`src/rtl/record_play_ctrl_if.sv`:
```
// Sample BRAM port bundle: the controller drives address/write side, the BRAM returns read data.
interface record_play_ctrl_if #(
  parameter int ADDR_W = 16,
  parameter int DATA_W = 8
);
  logic [ADDR_W-1:0] mem_addr_out;
  logic              mem_we_out;
  logic [DATA_W-1:0] mem_din_out;
  logic [DATA_W-1:0] mem_dout_in;

  modport master (
    output mem_addr_out,
    output mem_we_out,
    output mem_din_out,
    input  mem_dout_in
  );

  modport slave (
    input  mem_addr_out,
    input  mem_we_out,
    input  mem_din_out,
    output mem_dout_in
  );
endinterface

```
`src/rtl/record_play_ctrl.sv`:
```
// Record/playback sequencer for the single-port audio sample BRAM.
//
// state  | meaning
// IDLE   | waiting for record level or play rising edge
// RECORD | writing one sample per audio strobe from address 0 upward
// PLAY   | reading the take back, one sample per audio strobe
module record_play_ctrl #(
  parameter int ADDR_W = 16,
  parameter int DATA_W = 8
) (
  input  logic                 clk_in,
  input  logic                 rst_in,
  input  logic                 record_in,
  input  logic                 play_in,
  input  logic                 loop_in,
  input  logic                 audio_valid_in,
  input  logic [DATA_W-1:0]    audio_in,
  record_play_ctrl_if.master   mem,
  output logic [DATA_W-1:0]    single_out,
  output logic                 single_valid_out,
  output logic [31:0]          recording_length,
  output logic [1:0]           state_out,
  output logic                 finish
);

  typedef enum logic [1:0] {
    IDLE   = 2'd0,
    RECORD = 2'd1,
    PLAY   = 2'd2
  } state_t;

  state_t            state_q, state_d;
  logic [ADDR_W-1:0] wr_ptr, rd_ptr;
  logic [ADDR_W:0]   len_q;
  logic              play_q;
  logic              stopped;
  logic              val1, last1, val2, last2;

  logic              rec_wr, rec_full, play_iss, play_last, keep_play, play_rise;

  assign play_rise        = play_in && !play_q;
  assign recording_length = 32'(len_q);
  assign state_out        = state_q;

  // State register.
  always_ff @(posedge clk_in) begin
    if (rst_in) state_q <= IDLE;
    else        state_q <= state_d;
  end

  // Next-state decode and the per-cycle write/read issue strobes.
  always_comb begin
    state_d   = state_q;
    rec_wr    = 1'b0;
    rec_full  = 1'b0;
    play_iss  = 1'b0;
    play_last = 1'b0;
    keep_play = 1'b0;
    case (state_q)
      IDLE: begin
        if (record_in)                        state_d = RECORD;
        else if (play_rise && len_q != '0)    state_d = PLAY;
      end
      RECORD: begin
        rec_wr   = record_in && audio_valid_in;
        rec_full = rec_wr && (wr_ptr == '1);
        if (!record_in || rec_full) state_d = IDLE;
      end
      PLAY: begin
        // A record request discards everything still in the read pipeline.
        keep_play = !record_in;
        play_iss  = keep_play && audio_valid_in && !stopped;
        play_last = play_iss && ({1'b0, rd_ptr} == len_q - (ADDR_W+1)'(1));
        if (record_in)   state_d = RECORD;
        else if (finish) state_d = IDLE;
      end
      default: state_d = IDLE;
    endcase
  end

  // Pointers, take length, BRAM port registers and the 3-stage playback pipeline.
  always_ff @(posedge clk_in) begin
    if (rst_in) begin
      wr_ptr           <= '0;
      rd_ptr           <= '0;
      len_q            <= '0;
      play_q           <= 1'b0;
      stopped          <= 1'b0;
      val1             <= 1'b0;
      last1            <= 1'b0;
      val2             <= 1'b0;
      last2            <= 1'b0;
      mem.mem_addr_out <= '0;
      mem.mem_we_out   <= 1'b0;
      mem.mem_din_out  <= '0;
      single_out       <= '0;
      single_valid_out <= 1'b0;
      finish           <= 1'b0;
    end else begin
      play_q           <= play_in;
      mem.mem_we_out   <= rec_wr;
      val1             <= play_iss;
      last1            <= play_last && !loop_in;
      val2             <= val1 && keep_play;
      last2            <= last1 && keep_play;
      single_valid_out <= val2 && keep_play;
      finish           <= rec_full || (last2 && keep_play);
      if (val2 && keep_play) single_out <= mem.mem_dout_in;

      if (rec_wr) begin
        mem.mem_addr_out <= wr_ptr;
        mem.mem_din_out  <= audio_in;
        wr_ptr           <= wr_ptr + ADDR_W'(1);
        len_q            <= len_q + (ADDR_W+1)'(1);
      end

      if (play_iss) begin
        mem.mem_addr_out <= rd_ptr;
        if (play_last) begin
          if (loop_in) rd_ptr  <= '0;
          else         stopped <= 1'b1;
        end else begin
          rd_ptr <= rd_ptr + ADDR_W'(1);
        end
      end

      // A new take always starts from address 0 with an empty length.
      if (state_d == RECORD && state_q != RECORD) begin
        wr_ptr <= '0;
        len_q  <= '0;
      end
      if (state_d == PLAY && state_q == IDLE) begin
        rd_ptr  <= '0;
        stopped <= 1'b0;
      end
    end
  end

endmodule

```
`src/flat_wrapper.sv`:
```
// flat-port wrapper written by rule: the top's interface ports become plain ports
module record_play_ctrl_flat 
#(
  parameter int ADDR_W = 16,
  parameter int DATA_W = 8
)
  (clk_in, rst_in, record_in, play_in, loop_in, audio_valid_in, audio_in, single_out, single_valid_out, recording_length, state_out, finish, mem_mem_addr_out, mem_mem_we_out, mem_mem_din_out, mem_mem_dout_in);
  record_play_ctrl_if #(.ADDR_W(ADDR_W), .DATA_W(DATA_W)) mem_i ();
  input  logic clk_in;
  input  logic rst_in;
  input  logic record_in;
  input  logic play_in;
  input  logic loop_in;
  input  logic audio_valid_in;
  input  logic [DATA_W-1:0] audio_in;
  output logic [DATA_W-1:0] single_out;
  output logic single_valid_out;
  output logic [31:0] recording_length;
  output logic [1:0] state_out;
  output logic finish;
  output wire logic [$bits(mem_i.mem_addr_out)-1:0] mem_mem_addr_out;
  output wire logic [$bits(mem_i.mem_we_out)-1:0] mem_mem_we_out;
  output wire logic [$bits(mem_i.mem_din_out)-1:0] mem_mem_din_out;
  input wire logic [$bits(mem_i.mem_dout_in)-1:0] mem_mem_dout_in;
  assign mem_mem_addr_out = mem_i.mem_addr_out;
  assign mem_mem_we_out = mem_i.mem_we_out;
  assign mem_mem_din_out = mem_i.mem_din_out;
  assign mem_i.mem_dout_in = mem_mem_dout_in;
  record_play_ctrl #(.ADDR_W(ADDR_W), .DATA_W(DATA_W)) u_core (.clk_in(clk_in), .rst_in(rst_in), .record_in(record_in), .play_in(play_in), .loop_in(loop_in), .audio_valid_in(audio_valid_in), .audio_in(audio_in), .mem(mem_i), .single_out(single_out), .single_valid_out(single_valid_out), .recording_length(recording_length), .state_out(state_out), .finish(finish));
endmodule
```
`config.mk`:
```
export PLATFORM = sky130hd
export DESIGN_NAME = record_play_ctrl_flat
export DESIGN_NICKNAME = d
export VERILOG_FILES = /design/src/rtl/record_play_ctrl_if.sv /design/src/rtl/record_play_ctrl.sv /design/src/flat_wrapper.sv
export SDC_FILE = /design/constraint.sdc
export NUM_CORES = 1
export LEC_CHECK = 0
export BUFFER_PORTS_ARGS = -buffer_cell sky130_fd_sc_hd__buf_2
export CAP_MARGIN = 30
export CELL_PAD_IN_SITES_DETAIL_PLACEMENT = 2
export CELL_PAD_IN_SITES_GLOBAL_PLACEMENT = 2
export CORE_MARGIN = 3
export CORE_UTILIZATION = 29
export CTS_CLUSTER_DIAMETER = 60
export DETAILED_ROUTE_END_ITERATION = 10
export GPL_ROUTABILITY_DRIVEN = 0
export GPL_TIMING_DRIVEN = 0
export PLACE_DENSITY = 0.76
export SETUP_SLACK_MARGIN = 0.5
export SYNTH_ARGS = -nofsm -noshare
export SYNTH_HDL_FRONTEND = slang
export SYNTH_SLANG_ARGS = --single-unit
```
`constraint.sdc`:
```
create_clock -name clk_in -period 3.3 [get_ports clk_in]
set_input_delay 0.165 -clock clk_in [delete_from_list [all_inputs] [get_ports clk_in]]
set_output_delay 0.165 -clock clk_in [all_outputs]
set_load 0.05 [all_outputs]
```
# After elaboration in Yosys (flattened, before gate mapping)
# Index checks and enable logic that the tools add are counted.
[totals]
reg_bits = 92
out_inout_bits = 69
[classes]
add_sub_neg = 4
eq_ne = 8
n_mux = 15
n_bitwise = 1
reduce_logical = 27
[ops]
columns = ["cell", "n"]
rows = [
  ["$mux 16", 4],
  ["$add 16x1->16 const B", 2],
  ["$add 17x1->17 const B", 1],
  ["$eq 16x17->1", 1],
  ["$reduce_bool 17->1", 1],
  ["$sub 17x1->17 const B", 1],
  ["$eq 16x16->1 const B", 1],
  ["$logic_and 1x1->1", 14],
  ["$mux 2", 5],
  ["$pmux 2 s3", 1],
  ["$mux 1", 5],
  ["$eq 2x1->1 const B", 2],
  ["$eq 2x2->1 const B", 2],
  ["$logic_not 1->1", 4],
  ["$reduce_or 2->1", 2],
  ["$reduce_and 3->1", 1],
  ["$logic_not 2->1", 1],
  ["$logic_or 1x1->1", 2],
  ["$ne 2x1->1 const B", 1],
  ["$ne 2x2->1 const B", 1],
  ["$reduce_and 2->1", 1],
  ["$reduce_bool 2->1", 1],
  ["$not 1->1", 1],
]

# Depth between registers and ports, before layout
[logic_depth]
depth_word = 9
depth_mapped = 12
depth_no_buf = 10

# Least setup slack after synthesis
# Ideal clock, no wire load.
[synth_timing]
path_kind = "reg-to-reg"
start = "register u_core.len_q[0]"
end = "register u_core.rd_ptr[5]"
setup_ns = 0.123
t_arrival_ns = 3.205
setup_slack_ns = -0.029
stages_incl_launch_ff = 13
cell_sequence = "dfxtp_1 > buf_2 > inv_1 > ha_1 > or4b_4 > buf_6 > or3_4 > nor3_4 > a31oi_4 > or4_4 > or2_4 > o21ai_4 > nor2_1"
[synth_via]
elab_chain_len = 8
word_cells_on_any_way = 15
classes_between = "1 x add/sub; 3 x eq/ne; 5 x mux; 6 x reduce/logical"
[synth_lines]
columns = ["element", "line_no", "source"]
rows = [
  ["start: declaration", "record_play_ctrl.sv:34", "logic [ADDR_W:0] len_q;"],
  ["start signal: assignment", "record_play_ctrl.sv:114", "len_q <= len_q + (ADDR_W+1)'(1);"],
  ["branches (longest 8 deep; another with $sub 17x1->17)", "n/a", ""],
  ["end signal: assignment", "record_play_ctrl.sv:123", "rd_ptr <= rd_ptr + ADDR_W'(1);"],
  ["end: declaration", "record_play_ctrl.sv:33", "logic [ADDR_W-1:0] wr_ptr, rd_ptr;"],
]
# Several ways; the timed one is not identified.
# A chain may end at the register's enable or synchronous reset.

# Worst setup path after layout
[layout_timing]
start = "register u_core.len_q[0]"
end = "register u_core.rd_ptr[6]"
# The elaborated chain is that of the path after synthesis.

==> run_results.csv <==
group,metric,value,unit
power_and_ir_drop,power,2.387,mW
placed_design,port_buffers,75,
sta,period_share,0.9615,
finish,final_cell_mix,"nand2_1 (91), dfxtp_1 (80), buf_2 (75)",
synthesis,ys_top_cells_by_area,"dfxtp_1 (39%), nand2_1 (7.4%), xor2_1 (5.1%)",
worst_hold_path,hold_class,"in2reg",
status,status,"completed",
worst_hold_path,hold_path.startpoint,"mem_mem_dout_in[1]",
clocking,cts.sinks,92,
finish,fin_nets,706,
global_routing,grt_usage,0.1892,
sta,layout_min_cycle_time,3.173,ns
worst_setup_path,reg2reg_slack,0.13,ns
finish,fin_area,0.006017,sq mm
floorplanning,rows,45,
sta,relSlewSlack,0.5327,
worst_setup_path,cp_data_required_time,3.59,ns
global_routing,grt_max_degree,16,
synthesis,syn_area,0.004674,sq mm
worst_setup_path,crit_arrival,3.47,ns
detailed_routing,vias,4551,
worst_setup_path,startpoint_type,"register",
floorplanning,dieArea,0.01768,sq mm
detailed_routing,drt_iter0_drc,143,
worst_setup_path,cp_slowest_cell,"or4_4",
detailed_routing,drt-vias-per-instance,5.079,
global_routing,antenna_found_initial,0,
global_routing,grt_overflow,0,
global_routing,grt_pass1_wl,26.59,mm
clocking,clk_latency,0.36,ns
synthesis,synthMuxAreaShare,0.01151,
synthesis,syn_inst,566,
synthesis,synthAdderAreaFrac,0.01071,
sta,worst-slew-pin-transition,0.7010,ns
worst_setup_path,reg2regPathDepth,13,
clocking,htreeDepth,3,
worst_hold_path,hold_end,"u_core.single_out[1]",
synthesis,synth_top_family_by_area,"simple AND/OR/NAND/NOR gates",
sta,rsz0062_at_grt,"true",
power_and_ir_drop,leakagePower,2.365,nW
detailed_routing,drc,0,
worst_setup_path,slowest_delay,0.49,ns
floorplanning,initial_core_util,0.3019,
finish,n_antenna_cell,0,
clocking,clock_path_buffers,2,
clocking,root_buffer,"clkbuf_16",
synthesis,ys_async_sr_fraction,0,
floorplanning,die_w,133.0,um
sta,fin_worst_skew,0.008496,ns
synthesis,seq_area_frac_synth,0.3940,
worst_setup_path,critical_path.most_common_cell,"buf_6",
floorplanning,pin_count,91,
finish,final_cell_count_no_fill,896,
sta,report.final.slew_viol_count,0,
synthesis,synth_seq_cells,92,
sta,setup_violations,0,
synthesis,ys_dominant_reg_cell,"dfxtp_1",
placed_design,place_inst,866,
clocking,numCtsBuffers,9,
detailed_routing,wirelength,17.22,mm
synthesis,synth_top_area_cell,"dfxtp_1",
worst_setup_path,end_kind,"register",
synthesis,synthXorXnorAreaFrac,0.08619,
worst_setup_path,worst-setup-path-type,"reg2reg",
worst_setup_path,rr_startpoint,"u_core.len_q[0]",
worst_hold_path,holdPathStages,3,
finish,layout_commonest_cell,"nand2_1",
finish,drive_gt1_frac,0.2832,
synthesis,yosys_warnings,0,
floorplanning,die_y,133.0,um
clocking,cts_tree,"yes",
sta,max_clock_freq,315.2,MHz
clocking,clk_pin_slew,0.07,ns
power_and_ir_drop,power.density,396.7,mW/mm^2
worst_setup_path,r2r-end,"u_core.rd_ptr[6]",
detailed_routing,wire_per_inst,19.22,um
sta,hold_violations,0,
sta,tns,0,ns
synthesis,avgSynthCellArea,8.259,sq um
placed_design,place_area,0.005421,sq mm
run,max_cap_viol_count,0,
clocking,cts_hold_buf,0,
finish,area_growth,28.72,%
power_and_ir_drop,ir_worst_vdd,0.2334,mV
worst_setup_path,crit_chain,"buf_6, inv_4, ha_4, or4b_4, buf_6, or3_4, nor3_4, a31oi_4, or4_4, o311ai_4, buf_6, o21ai_1, a21oi_2",
worst_setup_path,worst-path-max-fanout,8,
detailed_routing,firstDrtPassIters,4,
floorplanning,core_area,0.01548,sq mm
synthesis,synth_edf_count,0,
global_routing,grt_pass1_vias,4879,
synthesis,synth-simple-area-share,0.2781,
synthesis,synth-compound-area-share,0.1478,
synthesis,synth_cell_types,69,
detailed_routing,antenna_left,0,
synthesis,synth_top_area_share,0.3940,
placed_design,detailed_place_hpwl,12.29,mm
## cells in the mapped netlist, types with 4 or more instances
| cell | n |
|---|---|
| a22oi_1 | 5 |
| or3_1 | 13 |
| dfxtp_1 | 92 |
| xnor2_1 | 19 |
| nor4_1 | 6 |
| a21oi_1 | 40 |
| buf_4 | 16 |
| buf_1 | 5 |
| nand3_1 | 22 |
| o31ai_1 | 4 |
| o21ai_0 | 20 |
| ha_1 | 4 |
| clkbuf_1 | 17 |
| buf_6 | 6 |
| a311oi_1 | 10 |
| nor2_1 | 60 |
| xor2_1 | 27 |
| inv_1 | 10 |
| nand4_1 | 13 |
| and3_1 | 11 |
| nor3_1 | 4 |
| and2_1 | 6 |
| nand2_1 | 92 |
## sequential cells by signal, summed over array words and instances, names as in the netlist, 2 cells and up
register                 count
u_core.rd_ptr               16
u_core.len_q                17
u_core.wr_ptr               16
u_core.single_out            8
u_core.mem.mem_din_out       8
u_core.state_out             2
u_core.mem.mem_addr_out     16
## how the worst max path moves through the flow
stage                     slack [ns]           endpoint  cells past startpoint           startpoint
after global routing            0.05  u_core.rd_ptr[11]                     11      u_core.len_q[0]
after CTS                       0.17  u_core.rd_ptr[10]                     12      u_core.len_q[0]
after detailed placement       -0.03   u_core.rd_ptr[5]                      8  u_core.state_out[0]
after global placement          0.03   u_core.rd_ptr[9]                      8  u_core.state_out[0]
final                           0.13   u_core.rd_ptr[6]                     13      u_core.len_q[0]
after floorplan                 0.24   u_core.rd_ptr[5]                     12      u_core.len_q[0]
## logic make-up (layout without fill, tap and decap cells)
group | count (synthesis) | count (layout)
and+or+nand+nor | 258 | 259
other | 1 | 15
DFF | 92 | 92
AOI/OAI and AO/OA | 103 | 103
buffers and inverters | 57 | 161
adders and majority gates | 4 | 4
muxes | 5 | 5
xor gates and xnor gates | 46 | 46
## worst max-delay path: cells and delay by family, from the launching register on
kind                       cells  cell delay (ns)
and+or+nand+nor                4             1.46
DFF                            1             0.34
adders and majority gates      1             0.13
AOI/OAI and AO/OA              4             0.66
buffers and inverters          4             0.50
## power by group
part / switching (mW) / total [mW] / leakage (nW) / internal, mW
clock: 0.476 / 1.11 / 0.153 / 0.635
combinational: 0.112 / 0.160 / 1.46 / 0.0475
sequential: 0.00332 / 1.12 / 0.748 / 1.11
## routing by layer
layer,track usage,routed length [um]
met5,0,0
met4,0.06582,329
met3,0.02129,351
met2,0.3335,8842
met1,0.2385,7698
## layout make-up
| type | instances | area, sq um |
|---|---|---|
| Multi-Input combinational cell | 432 | 2729 |
| Clock buffer | 12 | 256.5 |
| Inverter | 10 | 40.04 |
| Clock inverter | 4 | 56.30 |
| Buffer | 47 | 306.5 |
| Sequential cell | 92 | 1859 |
| Timing Repair Buffer | 88 | 505.5 |
| Fill cell | 1766 | 9467 |
| Tap cell | 211 | 264.0 |
## per-stage QoR
step           utilization  hold WS (ns)  worst slack (ns)
6_report            0.3886       0.04457            0.1270
3_5_place_dp        0.3501        0.4168          -0.02786
2_1_floorplan            -        0.2932            0.2397
5_1_grt             0.3886       0.06028           0.05205
4_1_cts             0.3799       0.04469            0.1678
3_3_place_gp        0.3501        0.3972           0.03491
## timing repair
action	CTS	global route
endpoints found under the setup margin	18	29
resized for setup	10	35
gates cloned	1	0
buffers inserted	9	4
pin swaps	2	12
Power figures use the tool's default switching activity.
